## src/rtl/burst_count_ctrl.sv

```systemverilog
// burst_count_ctrl: control FSM for the 4-bit loadable down counter.
// A start request with burst length N produces a prescaled clock-enable
// stream, a load phase, N tick_out pulses and a single done pulse.
// The load phase and each counted tick last PRESCALE clock cycles.
// Optional build macro RETRIGGER_EN: while loading or counting, a start
// with non-zero num_in recaptures num_in and restarts the load phase.
module burst_count_ctrl #(
  parameter int unsigned PRESCALE = 4
) (
  input  logic       clock,
  input  logic       reset,
  input  logic       start,
  input  logic [3:0] num_in,
  input  logic       co_d,
  output logic       clk_en,
  output logic       ld_cnt,
  output logic       cnt_en,
  output logic [3:0] num_data,
  output logic       busy,
  output logic       tick_out,
  output logic       done
);

  typedef enum logic [1:0] {
    S_IDLE  = 2'd0,
    S_LOAD  = 2'd1,
    S_COUNT = 2'd2,
    S_DONE  = 2'd3
  } state_t;

  localparam logic [7:0] LP_PRESC_TOP = 8'(PRESCALE - 1);

  state_t     r_state;
  logic [7:0] r_presc;
  logic [3:0] r_num;

  logic w_active;
  logic w_wrap;
  logic w_retrig;

  assign w_active = (r_state == S_LOAD) || (r_state == S_COUNT);
  assign w_wrap   = (r_presc == LP_PRESC_TOP);

`ifdef RETRIGGER_EN
  assign w_retrig = w_active && start && (num_in != 4'd0);
`else
  assign w_retrig = 1'b0;
`endif

  // State, prescaler and captured burst length.
  always_ff @(posedge clock or posedge reset) begin
    if (reset) begin
      r_state <= S_IDLE;
      r_presc <= '0;
      r_num   <= '0;
    end else begin
      case (r_state)
        S_IDLE: begin
          r_presc <= '0;
          if (start) begin
            if (num_in != 4'd0) begin
              r_num   <= num_in;
              r_state <= S_LOAD;
            end else begin
              r_state <= S_DONE;
            end
          end
        end
        S_LOAD: begin
          if (w_retrig) begin
            r_num   <= num_in;
            r_presc <= '0;
          end else if (w_wrap) begin
            // Counter loads num_data on this same edge.
            r_presc <= '0;
            r_state <= S_COUNT;
          end else begin
            r_presc <= r_presc + 8'd1;
          end
        end
        S_COUNT: begin
          if (w_retrig) begin
            r_num   <= num_in;
            r_presc <= '0;
            r_state <= S_LOAD;
          end else if (w_wrap) begin
            // The last tick is the one issued while the counter sits at 1.
            r_presc <= '0;
            if (co_d) begin
              r_state <= S_DONE;
            end
          end else begin
            r_presc <= r_presc + 8'd1;
          end
        end
        S_DONE: begin
          r_presc <= '0;
          r_state <= S_IDLE;
        end
        default: begin
          r_presc <= '0;
          r_state <= S_IDLE;
        end
      endcase
    end
  end

  // Output decode from registered state; only cnt_en looks at co_d.
  always_comb begin
    busy     = (r_state != S_IDLE);
    done     = (r_state == S_DONE);
    ld_cnt   = (r_state == S_LOAD);
    clk_en   = w_active && w_wrap;
    tick_out = (r_state == S_COUNT) && w_wrap;
    cnt_en   = (r_state == S_COUNT) && !co_d;
    num_data = r_num;
  end

endmodule

```

## config.mk

```make
export PLATFORM = sky130hd
export DESIGN_NAME = burst_count_ctrl
export DESIGN_NICKNAME = d
export VERILOG_FILES = /design/src/rtl/burst_count_ctrl.sv
export SDC_FILE = /design/constraint.sdc
export NUM_CORES = 1
export LEC_CHECK = 0
export ABC_AREA = 1
export CAP_MARGIN = 25
export CORE_MARGIN = 10
export CORE_UTILIZATION = 50
export DETAILED_ROUTE_END_ITERATION = 10
export GPL_TIMING_DRIVEN = 0
export PLACE_DENSITY = 0.79
export SYNTH_ARGS = -nofsm -noshare
export SYNTH_HDL_FRONTEND = slang
export SYNTH_SLANG_ARGS = --single-unit
```

## constraint.sdc

```tcl
create_clock -name clock -period 2.5 [get_ports clock]
set_input_delay 0.25 -clock clock [delete_from_list [all_inputs] [get_ports clock]]
set_output_delay 0.25 -clock clock [all_outputs]
set_load 0.01 [all_outputs]
```

==> impl_results.md <==
- Routed wire length: 1.62 mm
- Worst-path clk slew: 0.08 ns
- Routed len/inst: 11.5 um
- Vias in the first global route: 708
- WP data required: 2.25 ns
- Worst-Margin Slew: 0.545 ns
- #FFs+latches synth: 14
- GR Overflow Total: 0
- # DRC: 0
- Synthesized Nets: 118
- Syn Inst Count: 103
- Post-Place Setup Slack: 0.632 ns
- Drt initial violations: 20
- Initial antenna violation count: 0
- Area grow syn2layout: 28.0%
- Non-Filler Instances: 140
- Post-route antenna net violation count: 0
- Nets@finish: 140
- Int Power: 596 uW
- Fmax: 466 MHz
- Power share of the combinational group: 0.484
- P per Cell Area: 938 nW/um2
- Avg Synthesized Cell Area: 7.85 um2
- Largest net degree at the start of global routing: 15
- Worst slew margin: 0.636
- IR drop worst, VDD: 591 uV
- CTS buffer count: 3
- YS warnings: 0
- I/O pin count: 18
- Post-route setup TNS: 0 ns
- Post-CTS sizing: 0
- Psw: 374 uW
- Cell family with most CP delay: buffers and inverters
- Final min period: 2.14 ns
- Crit Path Category: reg2out
- Crit path top cell by count: inv_1
- Power, Total: 971 uW
- Hold_ws: 0.338 ns
- Max-cap viol count: 0
- TritonRoute pass-1 iters: 4
- Vias: 682
- Routability cong.: 0.828
- Clk_lat worst skew: 0.27 ns
- Post-synthesis cell type count: 17
- Seq/Total Area, Yosys: 0.433
- CTS tree: yes
- Core Rows: 14
- Most frequent cells in the layout: nand2_1, inv_1, clkdlybuf4s50_1, dfrtp_1, nor2_1
- Layout cells sized above 1: 0.0806
- Die height: 60.2 um
- Overall global routing resource usage: 0.102
- Sequential power share: 0.354
- RSZ-0062 raised after global routing: no
- Setup ws final: 0.355 ns
- Port buffer count: 17
- Status: finished clean
- Die area: 3620 um2
- First-pass GRT wire length: 2.84 mm
- DIE WIDTH: 60.2 um
- Synth Cell Area: 808 um2
- Worst-path cell chain: inv_1 -> ha_1 -> inv_1 -> nor2_1 -> clkdlybuf4s50_1
- Most common cell after layout, fill and taps aside: nand2_1
- Clock share of power: 0.162
- Critical path fanouts, max: 5
- Hold Buf Count CTS: 0
- Hold crit path type: in2async
- Hold Fails Final Rpt: 0
- Core ar.: 1520 um2
- Switching Fraction: 0.386
- Dpl cells: 136
- Clock sinks: 14
- LEAKAGE: 0.000542 uW
- CTS Root Cell: clkbuf_4
- Antenna diode count: 0
- Post-CTS setup buffers: 0
- Worst Clk Skew: 0.00158 ns
- H-tree Lvls: 1
- Worst path slowest cell: clkdlybuf4s50_1
- Clock Path Buffers: 2
- Crit path buffers/inverters: 3
- Setup crit end kind: primary output
- CP peak stage delay: 0.54 ns
- Crit share post-route: 0.858
- Initial Utilization: 0.530
- CP startpoint kind: register
- Final setup viols: 0
- Worst EP arrival: 1.89 ns
- Hpwl dp: 1.28 mm
- Via density: 4.87
- Max Slew Vio Count: 0
-- area by class of cell --
class                      count  area, um2
multi-input combinational     68        379
sequential                    14        350
tap                           16       20.0
fill                         127        489
timing repair buffer          17        170
clock buffer                   4       36.3
inverter                      21       78.8
-- logic make-up (layout without fill, tap and decap cells) --
group | after synthesis | count (layout) | share of synthesized area
compound gates | 6 | 6 | 0.0403
xor+xnor | 4 | 4 | 0.0434
fa+ha+maj | 7 | 7 | 0.108
buf+inv | 21 | 42 | 0.0975
flops | 14 | 14 | 0.433
simple gates | 51 | 51 | 0.277
-- layer usage --
layer,share of wire,vias up,global-route usage
met5,0,-,0
met4,0.017,0,0.0577
met3,0.061,2,0.0318
met2,0.48,18,0.175
met1,0.44,307,0.106
li1,-,355,-
-- worst paths after layout --
path | startpoint | end | slack, ns | cells past startpoint
worst max-delay path | r_state[1]$_DFFE_PP0P_ | clk_en | 0.36 | 5
worst min-delay path | reset | r_presc[5]$_DFF_PP0_ | 0.34 | 2
worst max register to register | r_state[0]$_DFFE_PP0P_ | r_state[1]$_DFFE_PP0P_ | 1.12 | 7
worst min register to register | num_data[0]$_DFFE_PP0P_ | num_data[0]$_DFFE_PP0P_ | 0.49 | 2
max in group asynchronous | reset | r_presc[2]$_DFF_PP0_ | 1.80 | 2
min in group clock | num_data[0]$_DFFE_PP0P_ | num_data[0]$_DFFE_PP0P_ | 0.49 | 2
-- metrics by stage --
| stage | cell area, um2 | util |
|---|---|---|
| final | 1030 | 0.679 |
| after CTS | 1030 | 0.679 |
| after global placement | 998 | 0.655 |
| after detailed placement | 998 | 0.655 |
| after floorplan | 808 | - |
| after global routing | 1030 | 0.679 |
-- cells in the mapped netlist (all sizes together) --
| cell | number | area, um2 |
|---|---|---|
| a31oi | 1 | 6.26 |
| dfrtp | 14 | 350 |
| ha | 7 | 87.6 |
| inv | 21 | 78.8 |
| nand2 | 25 | 98.8 |
| nand3 | 7 | 40.0 |
| nand4 | 2 | 12.5 |
| nor2 | 15 | 61.3 |
| nor3 | 1 | 5.00 |
| o21ai | 4 | 20.0 |
| o22ai | 1 | 6.26 |
| or2 | 1 | 6.26 |
| xnor2 | 1 | 8.76 |
| xor2 | 3 | 26.3 |
-- worst register-to-register path, delay by kind of cell, from the launching register on --
| kind | cells | cell delay, ns |
|---|---|---|
| adders and majority gates | 1 | 0.21 |
| buffers and inverters | 1 | 0.10 |
| DFF | 1 | 0.40 |
| and+or+nand+nor | 5 | 0.57 |
-- flip-flops by register name, summed over array words and instances (netlist names) --
signal / count
r_presc: 8
num_data: 4
r_state: 2
-- power groups by stage --
stage               Combinational, uW  Clock (uW)  Sequential, uW
floorplan                         279           0             352
global placement                  466           0             344
detailed placement                475           0             348
CTS                               481         164             343
global route                      549         171             353
finish                            470         157             344
(Power assumes the default switching activity.)
